**src/rtl/shadow_stack_unit_pkg.sv**
```systemverilog
// Shared types for the return-address shadow stack: FSM states, the
// branch-unit event bundle and the return-address increment helper.
package shadow_stack_unit_pkg;

    localparam int SS_VLEN = 32;

    typedef enum logic [1:0] {
        SS_IDLE    = 2'd0,
        SS_CHECK   = 2'd1,
        SS_CRASHED = 2'd2
    } ss_state_e;

    // Single bundle the branch unit can drive per resolved control-flow event.
    typedef struct packed {
        logic               valid;
        logic               is_call;
        logic               is_ret;
        logic [SS_VLEN-1:0] pc;
        logic               is_compressed;
        logic [SS_VLEN-1:0] target;
    } ss_event_t;

    function automatic logic [2:0] ss_ret_inc(input logic is_compressed);
        return is_compressed ? 3'd2 : 3'd4;
    endfunction

endpackage

```
**src/rtl/shadow_stack_unit_lifo_mem.sv**
```systemverilog
// Circular DEPTH x VLEN register file: push writes at sp, pop retreats sp,
// replace overwrites the current top in place. Wrap-around is implicit.
module shadow_stack_unit_lifo_mem
    import shadow_stack_unit_pkg::*;
#(
    parameter int DEPTH = 16,
    parameter int VLEN  = 32
) (
    input  logic            clk_i,
    input  logic            rst_i,
    input  logic            clr_i,
    input  logic            push_i,
    input  logic            pop_i,
    input  logic            replace_i,
    input  logic [VLEN-1:0] wdata_i,
    output logic [VLEN-1:0] top_o
);

    localparam int            AW  = $clog2(DEPTH);
    localparam logic [AW-1:0] ONE = AW'(1);

    logic [AW-1:0]   r_sp;
    logic [AW-1:0]   w_sp_m1;
    logic [VLEN-1:0] r_mem [DEPTH];

    assign w_sp_m1 = r_sp - ONE;
    assign top_o   = r_mem[w_sp_m1];

    always_ff @(posedge clk_i or posedge rst_i) begin
        if (rst_i) begin
            r_sp <= '0;
        end else if (clr_i) begin
            r_sp <= '0;
        end else if (push_i) begin
            r_sp <= r_sp + ONE;
        end else if (pop_i) begin
            r_sp <= w_sp_m1;
        end
    end

    // Entry storage carries no reset; occupancy in the parent tells which are live.
    always_ff @(posedge clk_i) begin
        if (push_i) begin
            r_mem[r_sp] <= wdata_i;
        end else if (replace_i) begin
            r_mem[w_sp_m1] <= wdata_i;
        end
    end

endmodule

```
**src/rtl/shadow_stack_unit.sv**
```systemverilog
// Return-address shadow stack downstream of the branch unit: calls push,
// returns are checked one cycle later against the popped entry.
module shadow_stack_unit
    import shadow_stack_unit_pkg::*;
#(
    parameter int DEPTH           = 16,
    parameter int VLEN            = 32,
    parameter bit UNDERFLOW_CRASH = 1'b1
) (
    input  logic                   clk_i,
    input  logic                   rst_i,
    input  logic                   en_i,
    input  logic                   clr_i,
    input  logic                   valid_i,
    input  logic                   is_call_i,
    input  logic                   is_ret_i,
    input  logic [VLEN-1:0]        pc_i,
    input  logic                   is_compressed_i,
    input  logic [VLEN-1:0]        target_i,
    output logic                   crash_o,
    output logic [VLEN-1:0]        crash_pc_o,
    output logic [$clog2(DEPTH):0] depth_o,
    output logic                   overflow_o
);

    localparam int            OW     = $clog2(DEPTH) + 1;
    localparam logic [OW-1:0] OCC_1  = OW'(1);
    localparam logic [OW-1:0] OCC_MX = OW'(DEPTH);

    ss_state_e       r_state;
    ss_state_e       w_state_nxt;
    logic [OW-1:0]   r_occ;
    logic            r_overflow;
    logic [VLEN-1:0] r_crash_pc;

    logic            w_act;
    logic            w_call;
    logic            w_ret;
    logic            w_empty;
    logic            w_full;
    logic            w_do_push;
    logic            w_do_pop;
    logic            w_do_repl;
    logic            w_fail;
    logic [VLEN-1:0] w_ret_addr;
    logic [VLEN-1:0] w_top;

    logic            r_uflow_p1;
    logic [VLEN-1:0] r_entry_p1;
    logic [VLEN-1:0] r_target_p1;
    logic [VLEN-1:0] r_pc_p1;

    // A frozen (crashed) stack and a clearing cycle both swallow the event.
    assign w_act      = valid_i & ~clr_i & (r_state != SS_CRASHED);
    assign w_call     = w_act & is_call_i;
    assign w_ret      = w_act & is_ret_i;
    assign w_empty    = (r_occ == '0);
    assign w_full     = (r_occ == OCC_MX);
    assign w_ret_addr = pc_i + VLEN'(ss_ret_inc(is_compressed_i));

    // A swap on an empty stack degenerates to underflow plus a plain push.
    assign w_do_push  = w_call & (~w_ret | w_empty);
    assign w_do_pop   = w_ret & ~w_call & ~w_empty;
    assign w_do_repl  = w_call & w_ret & ~w_empty;

    shadow_stack_unit_lifo_mem #(
        .DEPTH (DEPTH),
        .VLEN  (VLEN)
    ) u_lifo (
        .clk_i     (clk_i),
        .rst_i     (rst_i),
        .clr_i     (clr_i),
        .push_i    (w_do_push),
        .pop_i     (w_do_pop),
        .replace_i (w_do_repl),
        .wdata_i   (w_ret_addr),
        .top_o     (w_top)
    );

    always_ff @(posedge clk_i or posedge rst_i) begin
        if (rst_i) begin
            r_occ      <= '0;
            r_overflow <= 1'b0;
        end else if (clr_i) begin
            r_occ      <= '0;
            r_overflow <= 1'b0;
        end else begin
            if (w_call & ~w_ret & w_full) begin
                r_overflow <= 1'b1;
            end
            if (w_do_push & ~w_full) begin
                r_occ <= r_occ + OCC_1;
            end else if (w_do_pop) begin
                r_occ <= r_occ - OCC_1;
            end
        end
    end

    // Stage p0 -> p1: capture the popped entry, target and pc of each return.
    always_ff @(posedge clk_i or posedge rst_i) begin
        if (rst_i) begin
            r_uflow_p1 <= 1'b0;
        end else if (w_ret) begin
            r_uflow_p1 <= w_empty;
        end
    end

    always_ff @(posedge clk_i) begin
        if (w_ret) begin
            r_entry_p1  <= w_top;
            r_target_p1 <= target_i;
            r_pc_p1     <= pc_i;
        end
    end

    // Stage p1: compare. Underflow after an overflow is blamed on lost entries.
    assign w_fail = en_i & (r_uflow_p1 ? (UNDERFLOW_CRASH & ~r_overflow)
                                       : (r_entry_p1 != r_target_p1));

    always_ff @(posedge clk_i or posedge rst_i) begin
        if (rst_i) begin
            r_state <= SS_IDLE;
        end else begin
            r_state <= w_state_nxt;
        end
    end

    always_comb begin
        w_state_nxt = r_state;
        case (r_state)
            SS_IDLE: begin
                if (w_ret) begin
                    w_state_nxt = SS_CHECK;
                end
            end
            SS_CHECK: begin
                if (w_fail) begin
                    w_state_nxt = SS_CRASHED;
                end else if (w_ret) begin
                    w_state_nxt = SS_CHECK;
                end else begin
                    w_state_nxt = SS_IDLE;
                end
            end
            SS_CRASHED: begin
                w_state_nxt = SS_CRASHED;
            end
            default: begin
                w_state_nxt = SS_IDLE;
            end
        endcase
        if (clr_i) begin
            w_state_nxt = SS_IDLE;
        end
    end

    always_ff @(posedge clk_i or posedge rst_i) begin
        if (rst_i) begin
            r_crash_pc <= '0;
        end else if (clr_i) begin
            r_crash_pc <= '0;
        end else if ((r_state == SS_CHECK) && (w_state_nxt == SS_CRASHED)) begin
            r_crash_pc <= r_pc_p1;
        end
    end

    assign crash_o    = (r_state == SS_CRASHED);
    assign crash_pc_o = r_crash_pc;
    assign depth_o    = r_occ;
    assign overflow_o = r_overflow;

endmodule

```
**config.mk**
```make
export PLATFORM = sky130hd
export DESIGN_NAME = shadow_stack_unit
export DESIGN_NICKNAME = d
export VERILOG_FILES = /design/src/rtl/shadow_stack_unit_pkg.sv /design/src/rtl/shadow_stack_unit_lifo_mem.sv /design/src/rtl/shadow_stack_unit.sv
export SDC_FILE = /design/constraint.sdc
export NUM_CORES = 1
export LEC_CHECK = 0
export CAP_MARGIN = 20
export CORE_ASPECT_RATIO = 0.75
export CORE_MARGIN = 3
export CORE_UTILIZATION = 46
export CTS_CLUSTER_SIZE = 24
export DETAILED_ROUTE_END_ITERATION = 8
export DONT_BUFFER_PORTS = 1
export PLACE_DENSITY = 0.65
export SETUP_SLACK_MARGIN = 0.3
export SLEW_MARGIN = 10
export SYNTH_ARGS = -nofsm -noshare
export SYNTH_HDL_FRONTEND = slang
export SYNTH_SLANG_ARGS = --single-unit
export TNS_END_PERCENT = 50
```
**constraint.sdc**
```tcl
create_clock -name clk_i -period 6.6 [get_ports clk_i]
set_input_delay 0.99 -clock clk_i [delete_from_list [all_inputs] [get_ports clk_i]]
set_output_delay 0.99 -clock clk_i [all_outputs]
set_load 0.005 [all_outputs]
```
======== After elaboration in Yosys (flattened, before gate mapping) ========
Memory sizes are Yosys's and may differ from the RTL's. A register that Yosys moved wholly into a read port is not among the register bits.
Index checks and enable logic that the tools add are counted.
word-level totals
  flip-flop bits (word level) ............. 109
  memories ................................ 1
  RAM bits ................................ 512
  word-level logic and storage cells ...... 73
  output and inout port bits .............. 39
cells by class
  reductions and logical operators ........ 8
  equality and inequality tests ........... 6
  muxes and demuxes ....................... 25
  add/subtract/negate cells ............... 5
  bitwise gates (word level) .............. 20
memories
  memory        words  bits a word  rd ports  clocked after memory_dff  write ports  line                              source
  u_lifo.r_mem  16     32           1         1                         1            shadow_stack_unit_lifo_mem.sv:24  logic [VLEN-1:0] r_mem [DEPTH];
operators with widths
  kind                 number
  $mux 32              3
  $add 32x3->32        1
  $ne 32x32->1         1
  $reduce_or 32->1     1
  $mux 4               4
  $mux 5               3
  $and 1x1->1          13
  $mux 1               10
  $mux 2               3
  $not 1->1            6
  $pmux 2 s3           1
  $reduce_bool 3->1    2
  $add 5x1->5 const B  1
  $eq 5x5->1 const B   1
  $logic_not 5->1      1
  $sub 5x1->5 const B  1
  $add 4x1->4 const B  1
  $eq 2x2->1 const B   2
  $reduce_bool 2->1    2
  $sub 4x1->4 const B  1
  $mux 3               1
  $eq 2x1->1 const B   1
  $logic_not 2->1      1
  $ne 2x2->1 const B   1
  other kinds (2)      2

======== Depth between registers and ports, before layout ========
Gate-level depths: netlist (run 1).
  word-level depth ........................ 12
  gate-level depth with buffers ........... 10
  mapped depth without buffers ............ 9

======== By module ========
Synthesis (run 1) repeated with hierarchy kept, for this count alone.
unflattened totals
  cell total of the unflattened synthesis .. 1328
  area total of the unflattened synthesis .. 25914.9 sq um
modules (own cells, without submodules)
  module                      seq. area each (sq um)  cells an instance  times used  area an instance (sq um)
  shadow_stack_unit_lifo_mem  15474.8                 898                1           19926.6
  shadow_stack_unit           3908.7                  430                1           5988.2

======== Least setup slack after synthesis (run 1) ========
OpenSTA, ideal clock, no wires.
  path type ............................... flip-flop to flip-flop
  from .................................... reg u_lifo.r_sp[0]
  to ...................................... mem u_lifo.r_mem[0][0] (enable)
  library setup time ...................... 421 ps
  path slack .............................. 2476 ps
  arrival ................................. 3703 ps
  cell stages (with the launch flop) ...... 11
  path through ............................ dfrtp_1 buf_6 clkbuf_1 inv_1 ha_1 buf_2 clkbuf_1 clkbuf_1 and3_1 o21ai_1 nor2_1
on the way
  longest elaborated chain between the ends .. 2
RTL lines
  item                       line                              source
  start: declaration         shadow_stack_unit_lifo_mem.sv:22  logic [AW-1:0] r_sp;
  start signal: assignment   shadow_stack_unit_lifo_mem.sv:35  r_sp <= r_sp + ONE;
  start signal: assignment   shadow_stack_unit_lifo_mem.sv:37  r_sp <= w_sp_m1;
  $sub 4x1->4                shadow_stack_unit_lifo_mem.sv:26  assign w_sp_m1 = r_sp - ONE;
  $mux 4 (no source line) *  n/a
  end: declaration           shadow_stack_unit_lifo_mem.sv:24
Every way passes the cells marked *; elsewhere a longest branch is shown, timed or not.

======== Worst setup path in the final report (run 1) ========
  from .................................... reg u_lifo.r_sp[0]
  to ...................................... mem u_lifo.r_mem[4][18] (enable)
Same word-level chain as after synthesis.

==> metrics.md, run 1 <==
| Metric | Value |
|---|---|
| Global-route wire length before repair | `84,000 µm` |
| Maximum level of the CTS H-tree | `2` |
| Number of rows created at floorplan | `74` |
| Sum Neg Setup Slack | `0 ns` |
| Dominant synthesized flop cell | `sky130_fd_sc_hd__edfxtp_1` |
| Async set-or-reset flop fraction in the synthesized netlist | `6.89%` |
| Number of DRC markers after the initial detailed-route iteration | `1,377` |
| Final setup violating endpoints | `0` |
| Largest fanout on the critical path | `69` |
| Clock slew at reported path FFs | `0.06 ns` |
| Internal power summed over all cells | `7.00 mW` |
| Critical path launch point type | `register` |
| Number of hold-slack violations in the final timing report | `0` |
| Buffers inserted by post-CTS timing repair | `0` |
| Mux cell area share after synthesis | `around 15%` |
| Share of synthesized area occupied by flip-flops and latches | `75.8%` |
| Max stage delay on crit path | `about 1.1 ns` |
| Max rail drop VDD | `0.226 mV` |
| Cell type of the slowest stage on the worst timing path | `sky130_fd_sc_hd__ha_4` |
| Leading cell types by count after synthesis | `608 x sky130_fd_sc_hd__edfxtp_1, 160 x sky130_fd_sc_hd__mux4_2, 65 x sky130_fd_sc_hd__nand2b_1, 45 x sky130_fd_sc_hd__dfrtp_1, 37 x sky130_fd_sc_hd__xor2_1` |
| Share of the synthesized netlist area taken by xor and xnor gates | `2.49%` |
| Number of register bits inferred by synthesis | `~650` |
| Max-cap viol count | `0` |
| Number of clock sinks seen by CTS | `653` |
| Number of standard cells after synthesis | `1,196` |
| Syn avg cell area | `about 21 µm²` |
| Non-Filler Instances | `2,027` |
| Cts repair resizes | `0` |
| Fraction of the mapped netlist area in compound gates | `0.660%` |
| Area share of fa/ha/maj cells after synthesis | `0.499%` |
| Number of port buffers | `0` |
| Area of all placed cells without fillers | `0.0288 mm²` |
| Peak clock frequency supported by timing | `around 0.22 GHz` |
| CTS tree | `yes` |
| Via density | `5.81` |
| Nets in the synthesized netlist | `1,277` |
| Crit share post-route | `67.6%` |
| Total Routing Usage GR | `slightly below 20%` |
| Residual overflow from global routing | `0` |
| TritonRoute pass-1 iters | `5` |
| Final antenna-violating net count | `0` |
| Total instance count after detailed placement | `roughly 1,900` |
| Ordered list of cells on the worst path | `inv_1 -> ha_4 -> and3_1 -> o21ai_1 -> nor2_4 -> buf_4` |
| Arrival time of data at the critical path endpoint | `~4.8 ns` |
| I/O pin cnt | `roughly 110` |
| Critical path start-end classification | `reg -> reg` |
| Routed WL per cell | `28.0 µm` |
| CP endpoint kind | `register` |
| Biggest area contributors in the synthesized netlist | `sky130_fd_sc_hd__edfxtp_1 71%, sky130_fd_sc_hd__mux4_2 14%, sky130_fd_sc_hd__dfrtp_1 4.4%` |
| Number of distinct library cells after synthesis | `46` |
| Post-Syn Area | `between 0.02 and 0.03 mm²` |
| Clock power frac | `around 40%` |
| Count of flip-flops with a built-in enable after synthesis | `between 600 and 700` |
| Leakage component of the power | `9.07 nW` |
| Clk_lat worst skew | `0.62 ns` |
| CTS Buf Count | `60` |
| Aggregate routed wire length | `approximately 57,000 µm` |
| Switching fraction of total power | `approximately a fifth` |
| Maximum number of pins on one net before global-route repair | `77` |
| Root Driver | `sky130_fd_sc_hd__clkbuf_16` |
| Number of global-route vias before repair | `11,958` |
| Area of the die | `0.0585 mm²` |
| Initial antenna violation count | `0` |
| Last weighted congestion value of the routability-driven placer | `between 0.7 and 0.8` |
| Power share of the sequential group | `52.4%` |
| Number of DRC violations after detailed routing | `0` |
| Post-layout net count | `1,337` |
| Normalized max-slew margin | `26.2%` |
| Simple-gate area share of the yosys netlist | `under 10%` |
| Ratio of total power to cell area | `roughly 300 mW/mm²` |
| DP Area | `0.0267 mm²` |
| Run status | `completed` |
| Pins over their slew limit | `0` |
| Portion of synthesized cell area occupied by the leading cell type | `71.4%` |
| Power share of the combinational group | `7.6%` |
| Critical path data required time | `6.89 ns` |
| Post-layout min period | `4.46 ns` |
| Layout cell share with drive strength beyond 1 | `25.8%` |
| Height of the die | `about 210 µm` |
| HPWL reported at the end of detailed placement | `33,700 µm` |
| Total inserted antenna cells | `0` |
| Number of warnings issued by yosys | `0` |
| Synth-to-layout area growth | `12.6%` |
| Hold Buf Count CTS | `0` |
| Via total after detailed routing | `11,770` |
| CTS Buffer Depth | `3` |
| Count leader, synth | `sky130_fd_sc_hd__edfxtp_1` |
| Area leader, netlist | `sky130_fd_sc_hd__edfxtp_1` |
| Net load switching power | `between 1.5 and 2 mW` |
| Path class of the lowest-slack min-delay path | `in -> async` |
| Combinational family with the most area after synthesis | `multiplexers` |
| Setup repair after global routing missed its margin | `false` |
| Starting Density | `a little under half` |
| Slew of the pin with the lowest slew margin | `~1.1 ns` |
| Worst clock skew on the final layout | `0.0353 ns` |
| Die boundary width | `278 µm` |
| Core outline area | `around 0.055 mm²` |
routing by layer:
metal,up-vias,wire (µm),global-route usage [%]
met2,437,27000,31.2
met4,0,1280,5.24
li1,4992,-,-
met3,77,4210,4.41
met1,6264,24400,28.7
met5,-,0,0
cell families after synthesis:
group | Yosys count
buffers and inverters | 61
AOI/OAI and AO/OA | 26
and+or+nand+nor | 179
DFF | 653
muxes | 196
xor gates and xnor gates | 72
adders and majority gates | 9
power by group through the flow:
| stage | clock network [mW] | registers (mW) | logic, mW |
|---|---|---|---|
| final | 3.55 | 4.65 | 0.675 |
| after global routing | 3.80 | 4.66 | 0.729 |
| after CTS | 3.62 | 4.66 | 0.680 |
| after detailed placement | 0 | 4.74 | 0.678 |
| after global placement | 0 | 4.74 | 0.662 |
| after floorplan | 0 | 4.72 | 0.530 |
area by class of cell:
type	count	area, µm²
flip-flops and latches	653	19400
repair buffers	48	360
multi-input cells	482	6090
fillers	4166	25900
inverters	11	43.8
clock inverters	29	357
clock buffers	82	1680
well taps	722	903
flip-flops by register name (all words and copies together) (netlist names):
register      count
r_entry_p1       32
r_state           2
crash_pc_o       32
r_target_p1      32
r_uflow_p1        1
r_pc_p1          32
depth_o           5
u_lifo.r_mem    512
u_lifo.r_sp       4
overflow_o        1
path summary, 6_finish.rpt:
kind,to,cells after the start,slack (ns),startpoint
worst max-delay path,u_lifo.r_mem[4][18],6,2.14,u_lifo.r_sp[0]
worst min-delay path,crash_pc_o[0],1,0.33,rst_i
worst max register to register,u_lifo.r_mem[4][18],6,2.14,u_lifo.r_sp[0]
worst min register to register,r_state[0],1,0.52,r_state[1]
max in group asynchronous,crash_pc_o[12],2,5.38,rst_i
min in group clk_i,overflow_o,1,0.45,clr_i
stage by stage:
stage | hold slack, ns | worst slack, ns | total power, mW | util (%)
3_5_place_dp | 0.516 | 2.05 | 5.42 | 48.7
6_report | 0.325 | 2.14 | 8.88 | 52.7
2_1_floorplan | 0.455 | 2.48 | 5.25 | -
5_1_grt | 0.351 | 1.82 | 9.19 | 52.7
4_1_cts | 0.310 | 2.00 | 8.95 | 52.5
3_3_place_gp | 0.507 | 2.14 | 5.41 | 48.6
worst max-delay path, delay by kind of cell (launching register included):
family | cells | cell delay [ns]
AOI/OAI and AO/OA | 1 | 0.25
adders and majority gates | 1 | 1.07
buffers and inverters | 2 | 0.67
DFF | 1 | 0.91
and+or+nand+nor | 2 | 1.22
layout by cell type, fill, tap and decap left out, types with 6 or more instances in the layout:
master,count
sky130_fd_sc_hd__edfxtp_1,608
sky130_fd_sc_hd__mux4_2,160
sky130_fd_sc_hd__nand2b_1,65
sky130_fd_sc_hd__clkbuf_16,62
sky130_fd_sc_hd__dfrtp_1,44
sky130_fd_sc_hd__buf_4,40
sky130_fd_sc_hd__xor2_1,37
sky130_fd_sc_hd__mux2i_1,35
sky130_fd_sc_hd__xnor2_1,28
sky130_fd_sc_hd__nor2_1,20
sky130_fd_sc_hd__nor2_4,16
sky130_fd_sc_hd__nand2_1,15
sky130_fd_sc_hd__clkbuf_1,15
sky130_fd_sc_hd__nand3_1,14
sky130_fd_sc_hd__nor3_1,11
sky130_fd_sc_hd__and3_1,10
sky130_fd_sc_hd__inv_1,9
sky130_fd_sc_hd__clkinv_2,9
sky130_fd_sc_hd__clkbuf_4,8
sky130_fd_sc_hd__bufinv_16,7
sky130_fd_sc_hd__xnor2_2,6
sky130_fd_sc_hd__o21ai_1,6
sky130_fd_sc_hd__nor4_1,6
sky130_fd_sc_hd__ha_1,6
(Power assumes the default switching activity.)
==> run 2: changes to the inputs <==
--- a/config.mk
+++ b/config.mk
@@ -12,7 +12,7 @@
 export CTS_CLUSTER_SIZE = 24
 export DETAILED_ROUTE_END_ITERATION = 8
 export DONT_BUFFER_PORTS = 1
-export PLACE_DENSITY = 0.65
+export PLACE_DENSITY = 0.67
 export SETUP_SLACK_MARGIN = 0.3
 export SLEW_MARGIN = 10
 export SYNTH_ARGS = -nofsm -noshare
==> constraint.sdc (replaced) <==
create_clock -name clk_i -period 3.74 [get_ports clk_i]
set_input_delay 0.561 -clock clk_i [delete_from_list [all_inputs] [get_ports clk_i]]
set_output_delay 0.561 -clock clk_i [all_outputs]
set_load 0.005 [all_outputs]
==> metrics.md, run 2 (same netlist as run 1, synthesis figures left out) <==
| Metric | Value |
|---|---|
| Clk_lat worst skew | `0.63 ns` |
| Number of DRC violations after detailed routing | `0` |
| Normalized max-slew margin | `just under 30%` |
| Root Driver | `sky130_fd_sc_hd__clkbuf_16` |
| Final antenna-violating net count | `0` |
| Leakage component of the power | `between 9 and 10 nW` |
| Total inserted antenna cells | `0` |
| Post-layout net count | `1,386` |
| Run status | `completed` |
| Number of DRC markers after the initial detailed-route iteration | `1,325` |
| Via density | `5.82` |
| Core outline area | `about 0.055 mm²` |
| I/O pin cnt | `111` |
| Arrival time of data at the critical path endpoint | `3.58 ns` |
| Total Routing Usage GR | `19.8%` |
| Crit share post-route | `87.3%` |
| Maximum level of the CTS H-tree | `2` |
| Layout cell share with drive strength beyond 1 | `between 20% and 30%` |
| Critical path start-end classification | `reg -> reg` |
| Setup repair after global routing missed its margin | `true` |
| Flip-flop count of the largest register after layout | `512` |
| Ratio of total power to cell area | `approximately 520 mW/mm²` |
| Residual overflow from global routing | `0` |
| Area of the die | `around 0.06 mm²` |
| Clock slew at reported path FFs | `0.06 ns` |
| Number of hold-slack violations in the final timing report | `0` |
| Number of clock sinks seen by CTS | `653` |
| Largest fanout on the critical path | `19` |
| Starting Density | `46.8%` |
| Synth-to-layout area growth | `14.7%` |
| Post-layout utilization of the core | `53.6%` |
| Most used cells in the layout excluding fill and tap cells | `608 x sky130_fd_sc_hd__edfxtp_1, 160 x sky130_fd_sc_hd__mux4_2, 65 x sky130_fd_sc_hd__nand2b_1` |
| Global-route wire length before repair | `between 80,000 and 90,000 µm` |
| Filler instances | `4,090` |
| Non-Filler Instances | `between 2,000 and 2,500` |
| CP endpoint kind | `register` |
| Aggregate routed wire length | `57,500 µm` |
| Routed WL per cell | `roughly 28 µm` |
| Leading cell type in the layout, fill and taps excluded | `sky130_fd_sc_hd__edfxtp_1` |
| Maximum number of pins on one net before global-route repair | `77` |
| Final setup violating endpoints | `0` |
| Reg-to-reg slack, setup | `0.48 ns` |
| TritonRoute pass-1 iters | `5` |
| Number of port buffers | `0` |
| Max rail drop VDD | `between 0.3 and 0.4 mV` |
| Slew of the pin with the lowest slew margin | `~1.1 ns` |
| Peak clock frequency supported by timing | `between 0.3 and 0.4 GHz` |
| DP Area | `between 0.02 and 0.03 mm²` |
| CTS Buffer Depth | `3` |
| CTS tree | `yes` |
| Critical path data required time | `a little over 4 ns` |
| Max-cap viol count | `0` |
| Cts repair resizes | `0` |
| Total instance count after detailed placement | `1,914` |
| Worst clock skew on the final layout | `around 0.025 ns` |
| Pins over their slew limit | `0` |
| Area of all placed cells without fillers | `0.0294 mm²` |
| Number of global-route vias before repair | `~12,000` |
| Post-layout min period | `3.26 ns` |
| Critical path launch point type | `register` |
| Number of rows created at floorplan | `74` |
| Height of the die | `210 µm` |
| Initial antenna violation count | `2` |
| Via total after detailed routing | `around 12,000` |
| Die boundary width | `278 µm` |
| HPWL reported at the end of detailed placement | `33,300 µm` |
| Path class of the lowest-slack min-delay path | `in -> reg` |
| CTS Buf Count | `59` |
| Largest reg by FF count | `u_lifo.r_mem` |
| Last weighted congestion value of the routability-driven placer | `0.746` |
run 2: worst paths after layout:
path                                      from  cells past startpoint                    to
worst max-delay path            u_lifo.r_sp[0]                      8  u_lifo.r_mem[10][12]
worst min-delay path                  pc_i[10]                      0           r_pc_p1[10]
worst max register to register  u_lifo.r_sp[0]                      8  u_lifo.r_mem[10][12]
worst min register to register     r_pc_p1[16]                      2        crash_pc_o[16]
max in group asynchronous                rst_i                      3        u_lifo.r_sp[0]
min in group asynchronous                rst_i                      2         crash_pc_o[1]
run 2: critical path, stage by stage (launching register included):
cell and delay (ns):
sky130_fd_sc_hd__dfrtp_4 0.48, sky130_fd_sc_hd__inv_1 0.18, sky130_fd_sc_hd__ha_4 0.19, sky130_fd_sc_hd__inv_1 0.07, sky130_fd_sc_hd__o41ai_1 0.63, sky130_fd_sc_hd__o21a_1 0.23
sky130_fd_sc_hd__a22oi_1 0.25, sky130_fd_sc_hd__nor2_4 0.64, sky130_fd_sc_hd__buf_12 0.27
run 2: area by class of cell:
type,count,area [µm²],share of cell area (%)
sequential,653,19400,66.0
tap,722,903,3.08
timing repair buffer,98,1040,3.55
clock inverter,32,254,0.865
multi-input combinational,482,6110,20.8
clock buffer,79,1610,5.49
inverter,11,43.8,0.149
run 2: repair_timing:
action / 4_1_cts / 5_1_grt
setup endpoints to repair: 0 / 87
endpoints found under the hold margin: 65 / 0
hold buffers: 33 / 0
setup buffers: 0 / 11
run 2: routing by layer:
metal | global-route usage (%) | vias to the layer above | routed length (µm)
met1 | 29.0 | 6445 | 24800
met2 | 30.6 | 458 | 27000
met3 | 4.27 | 94 | 4330
met4 | 5.33 | 2 | 1300
li1 | - | 5086 | -
met5 | 0 | - | 13
run 2: report_power, final:
part / switching, mW / leakage [nW] / internal (mW) / total (mW)
Sequential: 0.0541 / 6.10 / 8.13 / 8.19
Clock: 2.61 / 0.910 / 3.24 / 5.85
Combinational: 0.670 / 2.28 / 0.621 / 1.29
run 2: per-stage QoR:
step / power (mW) / hold slack (ns) / setup TNS (ns) / setup slack (ns)
after global routing: 15.8 / 0.00783 / 0 / 0.267
final: 15.3 / 0.0400 / 0 / 0.475
after CTS: 15.4 / 0.000311 / 0 / 0.398
after global placement: 9.59 / 0.508 / 0 / 0.397
after detailed placement: 9.61 / 0.528 / 0 / 0.270
after floorplan: 9.27 / 0.455 / -53.80 / -0.222
